### src/rtl/divisor_pkg.sv
// Shared types and helpers for the algorithmic divider / multiplier pair.
package divisor_pkg;

  typedef enum logic [1:0] {IDLE, OP, FIX, FIN} mult_state_t;

  localparam int unsigned TAMANYO_DEF = 32;

  // Widest slice ovf_check accepts; supports operands up to 128 bits.
  localparam int unsigned OVF_W = 130;

  // The low n bits of hi are the bits that must all equal the result sign;
  // returns 1 when they are mixed.
  function automatic logic ovf_check(input logic [OVF_W-1:0] hi, input int unsigned n);
    logic any_one;
    logic all_one;
    any_one = 1'b0;
    all_one = 1'b1;
    for (int unsigned i = 0; i < OVF_W; i++) begin
      if (i < n) begin
        any_one = any_one | hi[i];
        all_one = all_one & hi[i];
      end
    end
    return any_one && !all_one;
  endfunction

endpackage

### src/rtl/abs_val.sv
// Two's-complement magnitude and sign; the most negative value maps to its exact
// unsigned magnitude.
module abs_val #(
  parameter int unsigned tamanyo = 32
) (
  input  logic [tamanyo-1:0] i_val,
  output logic [tamanyo-1:0] o_mag,
  output logic               o_sign
);

  assign o_sign = i_val[tamanyo-1];
  assign o_mag  = o_sign ? -i_val : i_val;

endmodule

### src/rtl/multiplicador_algoritmico.sv
// Shift-add multiplier-accumulator: Num = Coc*Den + Res with divider-style handshake.
// MULT_EARLY_EXIT_EN: leave OP as soon as the remaining multiplier bits are zero.
module multiplicador_algoritmico
  import divisor_pkg::*;
#(
  parameter int unsigned tamanyo = TAMANYO_DEF
) (
  input  logic               CLK,
  input  logic               RST,
  input  logic               Start,
  input  logic [tamanyo-1:0] Coc,
  input  logic [tamanyo-1:0] Den,
  input  logic [tamanyo-1:0] Res,
  output logic [tamanyo-1:0] Num,
  output logic               Ovf,
  output logic               Ready,
  output logic               Done
);

  localparam int unsigned CW = $clog2(tamanyo);
  localparam logic [CW-1:0] CNT_INIT = CW'(tamanyo - 1);

  mult_state_t            r_state;
  logic [2*tamanyo-1:0]   r_mcand;
  logic [tamanyo-1:0]     r_mplier;
  logic [2*tamanyo-1:0]   r_acc;
  logic [2*tamanyo:0]     r_res;
  logic                   r_neg;
  logic [CW-1:0]          r_cnt;
  logic [tamanyo-1:0]     r_num;
  logic                   r_ovf;
  logic                   r_done;

  logic [tamanyo-1:0]     w_coc_mag;
  logic [tamanyo-1:0]     w_den_mag;
  logic                   w_coc_sign;
  logic                   w_den_sign;
  logic [tamanyo-1:0]     w_mplier_shr;
  logic                   w_op_last;
  logic [2*tamanyo:0]     w_acc_ext;
  logic [2*tamanyo:0]     w_acc_signed;
  logic [2*tamanyo:0]     w_result;
  logic [OVF_W-1:0]       w_hi_ext;
  logic                   w_ovf;

  abs_val #(.tamanyo(tamanyo)) u_abs_coc (
    .i_val  (Coc),
    .o_mag  (w_coc_mag),
    .o_sign (w_coc_sign)
  );

  abs_val #(.tamanyo(tamanyo)) u_abs_den (
    .i_val  (Den),
    .o_mag  (w_den_mag),
    .o_sign (w_den_sign)
  );

  assign w_mplier_shr = r_mplier >> 1;

`ifdef MULT_EARLY_EXIT_EN
  assign w_op_last = (r_cnt == '0) || (w_mplier_shr == '0);
`else
  assign w_op_last = (r_cnt == '0);
`endif

  // Negating a zero accumulator yields zero, so there is no negative zero.
  assign w_acc_ext    = {1'b0, r_acc};
  assign w_acc_signed = r_neg ? -w_acc_ext : w_acc_ext;
  assign w_result     = w_acc_signed + r_res;

  always_comb begin
    w_hi_ext = '0;
    w_hi_ext[tamanyo+1:0] = w_result[2*tamanyo:tamanyo-1];
  end

  assign w_ovf = ovf_check(w_hi_ext, tamanyo + 2);

  always_ff @(posedge CLK) begin
    if (RST) begin
      r_state  <= IDLE;
      r_mcand  <= '0;
      r_mplier <= '0;
      r_acc    <= '0;
      r_res    <= '0;
      r_neg    <= 1'b0;
      r_cnt    <= '0;
      r_num    <= '0;
      r_ovf    <= 1'b0;
      r_done   <= 1'b0;
    end else begin
      case (r_state)
        IDLE: begin
          if (Start) begin
            r_mcand  <= {{tamanyo{1'b0}}, w_coc_mag};
            r_mplier <= w_den_mag;
            r_res    <= {{(tamanyo + 1){Res[tamanyo-1]}}, Res};
            r_neg    <= w_coc_sign ^ w_den_sign;
            r_acc    <= '0;
            r_cnt    <= CNT_INIT;
            r_state  <= OP;
          end
        end
        OP: begin
          if (r_mplier[0]) begin
            r_acc <= r_acc + r_mcand;
          end
          r_mcand  <= r_mcand << 1;
          r_mplier <= w_mplier_shr;
          r_cnt    <= r_cnt - CW'(1);
          if (w_op_last) begin
            r_state <= FIX;
          end
        end
        FIX: begin
          r_num   <= w_result[tamanyo-1:0];
          r_ovf   <= w_ovf;
          r_done  <= 1'b1;
          r_state <= FIN;
        end
        FIN: begin
          r_done  <= 1'b0;
          r_state <= IDLE;
        end
        default: r_state <= IDLE;
      endcase
    end
  end

  assign Num   = r_num;
  assign Ovf   = r_ovf;
  assign Done  = r_done;
  assign Ready = (r_state == IDLE);

endmodule

### config.mk
export PLATFORM = sky130hd
export DESIGN_NAME = multiplicador_algoritmico
export DESIGN_NICKNAME = d
export VERILOG_FILES = /design/src/rtl/divisor_pkg.sv /design/src/rtl/abs_val.sv /design/src/rtl/multiplicador_algoritmico.sv
export SDC_FILE = /design/constraint.sdc
export NUM_CORES = 1
export LEC_CHECK = 0
export ABC_AREA = 1
export CORE_AREA = 10 10 196 198
export CTS_CLUSTER_SIZE = 8
export DETAILED_ROUTE_END_ITERATION = 8
export DIE_AREA = 0 0 206 208
export PLACE_DENSITY = 0.93
export SLEW_MARGIN = 20
export SYNTH_ARGS = -nofsm -noshare
export SYNTH_HDL_FRONTEND = slang
export SYNTH_SLANG_ARGS = --single-unit
### constraint.sdc
create_clock -name CLK -period 5.6 [get_ports CLK]
set_input_delay 1.12 -clock CLK [delete_from_list [all_inputs] [get_ports CLK]]
set_output_delay 1.12 -clock CLK [all_outputs]
set_load 0.01 [all_outputs]
======== After elaboration in Yosys (flattened, before gate mapping) ========
Cells that the tools add are included.
cells by class
  add/sub/neg operators ................... 6
  eq/ne operators ......................... 6
  muxes and demuxes ....................... 16
  bitwise gates (word level) .............. 67
  reductions and logical operators ........ 10
operator list
  kind                   count
  $pmux W64 S2           2
  $mux W64               3
  $mux W32               3
  $add A65 B65 Y65       1
  $mux W65               1
  $neg A64 Y65           1
  $add A64 B64 Y64       1
  $neg A32 Y32           2
  $pmux W32 S2           1
  $and A1 B1 Y1          33
  $or A1 B1 Y1           33
  $pmux W5 S2            1
  $pmux W2 S4            1
  $ne A2 B2 Y1 const B   3
  $reduce_and A2 Y1      3
  $logic_not A5 Y1       1
  $mux W5                1
  $sub A5 B1 Y5 const B  1
  $eq A2 B2 Y1 const B   2
  $mux W2                2
  $reduce_bool A2 Y1     2
  $reduce_and A3 Y1      1
  $eq A2 B1 Y1 const B   1
  $logic_not A2 Y1       1
  4 further kinds        4
word-level totals
  register bits ........................... 234
  input bits .............................. 99
  output and inout bits ................... 35
  word-level logic and storage cells ...... 115

======== Depth between registers and ports, before layout ========
  depth in word-level cells ............... 38
  depth in mapped cells ................... 37
  depth with buffers taken out ............ 37

======== Cells and area by module ========
Synthesis repeated with hierarchy kept, for this count alone.
second synthesis, totals
  cells, all modules ...................... 3762
  area, all modules ....................... 21908.5 um^2
by module, submodules not included
  module                     instances  cells an instance  area an instance (um^2)  seq. area each (um^2)
  multiplicador_algoritmico  1          3322               19864.1                  4684.5
  abs_val                    2          220                1022.2                   0.0

======== Worst setup path after synthesis ========
Ideal clock, no wire load.
  path kind ............................... register to register
  start point ............................. register r_acc[1]
  end point ............................... register r_ovf, in the netlist Ovf
  setup time .............................. 0.132 ns
  data arrival time ....................... 3.882 ns
  data required time ...................... 5.468 ns
  slack ................................... 1.586 ns
  cell stages (with the launch flop) ...... 35
  buffers on the path ..................... 0
  period minus slack after synthesis ...... 4.014 ns
  cell sequence ........................... dfxtp_1 inv_1 ha_1 nand2_2 clkinv_2 nand4_4 nor3_2 nand2_1 nor2_2 nand3_2 nor2_2 nand2_1 inv_2 a21oi_2 a21oi_4 o21ai_2 a21oi_4 nand3_1 xor2_1 ha_1 nand2_1 nor2_1 inv_1 nor2_1 inv_1 nor4_1 nand3_1 nand2_1 nand2_1 nand2_1 nand4_1 nor2_1 nand4_1 nand3_1 a21oi_1
between the ends
  cells in the longest elaborated chain, start to end .. 38
  elaborated cells on any way between the ends .. 71
  those cells by class .................... add/sub (2); mux (1); bitwise (66); reduce/logical (2)
ends and longest elaborated chain
  item                          RTL line                          source
  start, declared               multiplicador_algoritmico.sv:26   logic [2*tamanyo-1:0] r_acc;
  start signal, assigned        multiplicador_algoritmico.sv:105  r_acc <= r_acc + r_mcand;
  $neg A64 Y65                  multiplicador_algoritmico.sv:68   assign w_acc_signed = r_neg ? -w_acc_ext : w_acc_ext;
  $mux W65 *                    multiplicador_algoritmico.sv:68
  $add A65 B65 Y65 *            multiplicador_algoritmico.sv:69   assign w_result = w_acc_signed + r_res;
  $and A1 B1 Y1 (33 in series)  divisor_pkg.sv:21                 all_one = all_one & hi[i];
  $logic_not A1 Y1              divisor_pkg.sv:24                 return any_one && !all_one;
  $logic_and A1 B1 Y1 *         divisor_pkg.sv:24
  end signal, assigned          multiplicador_algoritmico.sv:116  r_ovf <= w_ovf;
  end, declared                 multiplicador_algoritmico.sv:31   logic r_ovf;
Every way passes the cells marked *; elsewhere a longest branch is shown, timed or not.
A chain may end at the register's enable or synchronous reset.

======== Final worst setup path ========
Same ends and word-level chain as after synthesis.

==> flow_summary.json <==
{
  "synth.area.top_cells": "dfxtp_1 22%, nand2_1 15%, a21oi_1 10%, nor2_1 8.8%, ha_1 8.1%",
  "critical_path_class": "reg2reg",
  "dpl.cell_count": 4009,
  "grt.overflow.total": 0,
  "grt_pass1_wl_um": 112000,
  "nets": 3828,
  "finalCritPeriodShare": 0.906,
  "synth.most_common_cell": "nand2_1",
  "layout.area.seq_sq_um": 4680,
  "post-place-ws_ns": 0.648,
  "stdcell_count": 4050,
  "wl_per_cell_um": 17.5,
  "r2r_setup_slack_ns": 0.52,
  "clock_sinks": 234,
  "slew_headroom": 0.300,
  "p_leak_nw": 11.1,
  "portBuffers": 133,
  "finalMaxSlewViolations": 0,
  "max_cap_viol_count": 0,
  "grt_max_degree": 81,
  "power_density_nw_per_um2": 355,
  "cp_slowest_stage_delay_ns": 0.43,
  "place.gp.congestion": 1.10,
  "ys_seq_elements": 234,
  "die_y_um": 208,
  "drive_above_1_share": 0.0342,
  "wirelength_um": 70700,
  "status": "completed",
  "setup_slack_ns": 0.525,
  "r2r-start": "r_acc[1]$_SDFFE_PP0P_",
  "antenna_left": 0,
  "cpMostUsedCell": "nand3_1",
  "syn-instance-count": 3506,
  "chipWidth_um": 206,
  "io-pin-count": 134,
  "final_util": 0.688,
  "n_antenna_cell": 0,
  "hold_path.class": "reg2reg",
  "r2r_end": "Ovf$_SDFFE_PP0P_",
  "synth_ff_type": "dfxtp_1",
  "ys_seq_area_frac": 0.223,
  "hpwl_um": 55100,
  "initial_core_util": 0.611,
  "cpMaxStageDelayCell": "ha_1",
  "vdd_drop_max_mv": 0.406,
  "clk_pin_slew_worst_paths_ns": 0.06,
  "hold_violations": 0,
  "clock_skew_ns": 0.0301,
  "critical_path.startpoint": "r_acc[1]$_SDFFE_PP0P_",
  "synth_edf_count": 0,
  "synth_common_cells": "835 x nand2_1, 493 x nor2_1, 440 x a21oi_1",
  "synth_area_sq_um": 21000,
  "rows": 68,
  "r2r_cells": 34,
  "holdBufCountCts": 0,
  "async_reset_ff_frac": 0,
  "grt_usage": 0.318,
  "setup_viol": 0,
  "crit_path_start_kind": "flop",
  "tightest_slew_ns": 1.05,
  "die_area_sq_um": 42800,
  "core_area_sq_um": 34400,
  "nFillCells": 3098,
  "cts_setup_buffers": 0,
  "post_cts_resized": 0,
  "cts_made_buffers": 35,
  "vias": 23900,
  "yosysTopAreaCellShare": 0.223,
  "initialDrtViolationCount": 2609,
  "syn_avg_cell_area_sq_um": 5.99,
  "min_period_ns": 5.08,
  "first_global_vias": 22100,
  "end_kind": "flop",
  "routed_via_density": 5.91,
  "clock_latency_ns": 0.56,
  "clock_path_buffers": 3,
  "antenna_found_initial": 0,
  "tns_ns": 0,
  "ys_types": 55,
  "synth_nets": 3743,
  "rsz0062_at_grt": "false",
  "cp.required_ns": 6.09,
  "max_freq_mhz": 197,
  "drtPass1Iterations": 8,
  "yosysWarnings": 0,
  "syn2layout_area_growth_pct": 12.7,
  "drcViolationCount": 0,
  "setup.worst_path.end": "Ovf$_SDFFE_PP0P_",
  "crit_arrival_ns": 5.57,
  "root_buffer": "clkbuf_16",
  "ctsHtreeMaxLevel": 2,
  "cts_tree": "yes",
  "synth_top_area_cell": "dfxtp_1",
  "path_max_fanout": 5,
  "multi_input_area_sq_um": 14400
}
## per-layer routing
metal  GRT usage  routed length [um]  up-vias
met5           0                   0        -
met4       0.147                3430        0
met3      0.0469                6470      206
met2       0.511               31700     1147
met1       0.409               29000    10800
li1            -                   -    11800
## cell usage in the layout (no fill, tap or decap), drive strengths merged
cell type and n:
fa 2, a21o 12, bufinv 1, nand3b 12
nand3 108, a31o 1, o21ai 295, clkbuf 39
nand2b 1, o211ai 49, nor4 28, inv 401
nand4 37, a211oi 2, xnor2 36, nand2 839
buf 19, o221ai 11, o21bai 14, or4 1
clkdlybuf4s50 132, o2111ai 2, o311ai 3, or2 12
or3 4, a21oi 446, o21a 14, nor3 63
a221oi 4, nor2 503, ha 136, dfxtp 234
a21boi 6, clkinv 2, xor2 83, and3 1
a31oi 33, and2 4, o31ai 5
## registers in the layout, indices dropped and copies added, names as in the netlist
signal	cells
r_state	2
r_mcand	64
r_cnt	5
r_mplier	32
Done	1
r_neg	1
r_acc	64
r_res	32
Ovf	1
Num	32
## how the worst min path moves through the flow
stage,from,to,cells after the start
3_5_place_dp,r_mplier[15]$_SDFFE_PP0P_,r_mplier[15]$_SDFFE_PP0P_,2
2_1_floorplan,r_mplier[13]$_SDFFE_PP0P_,r_mplier[13]$_SDFFE_PP0P_,2
3_3_place_gp,r_mplier[21]$_SDFFE_PP0P_,r_mplier[21]$_SDFFE_PP0P_,2
5_1_grt,r_mplier[15]$_SDFFE_PP0P_,r_mplier[15]$_SDFFE_PP0P_,2
4_1_cts,r_mplier[5]$_SDFFE_PP0P_,r_mplier[5]$_SDFFE_PP0P_,2
6_report,r_mplier[15]$_SDFFE_PP0P_,r_mplier[15]$_SDFFE_PP0P_,2
## worst max-delay path: cells and delay by family (launching register included)
family	cells	cell delay, ns
DFF	1	0.35
buffers and inverters	6	0.55
xor gates and xnor gates	2	0.35
adders and majority gates	2	0.62
and+or+nand+nor	19	2.47
AOI/OAI and AO/OA	5	0.68
## layout make-up
class / instances / share of cell area
clock buffers: 39 / 0.0395
clock inverters: 2 / 0.00212
inverters: 402 / 0.0639
multi-input cells: 2767 / 0.610
flip-flops and latches: 234 / 0.198
well taps: 455 / 0.0241
repair buffers: 151 / 0.0621
## kinds of logic after synthesis
logic type,synth area share
DFF,0.223
buffers and inverters,0.0904
and+or+nand+nor,0.319
AOI/OAI and AO/OA,0.235
adders and majority gates,0.0830
xor gates and xnor gates,0.0496
## report_power, final
group | leakage, nW | switching (W) | internal [W] | total (W)
Combinational | 8.66 | 0.00271 | 0.00140 | 0.00411
Clock | 0.482 | 0.000794 | 0.00121 | 0.00201
Sequential | 1.91 | 0.000266 | 0.00201 | 0.00228
Total | 11.1 | 0.00377 | 0.00463 | 0.00840
## stage by stage
| step | power [W] | cell area [sq um] | hold slack, ns |
|---|---|---|---|
| after global placement | 0.00622 | 22700 | 0.451 |
| after detailed placement | 0.00630 | 22700 | 0.456 |
| after CTS | 0.00832 | 23700 | 0.464 |
| after global routing | 0.00892 | 23700 | 0.481 |
| after floorplan | 0.00509 | 21000 | 0.442 |
| final | 0.00840 | 23700 | 0.464 |
Note: power is estimated with default switching activity, not from simulation.
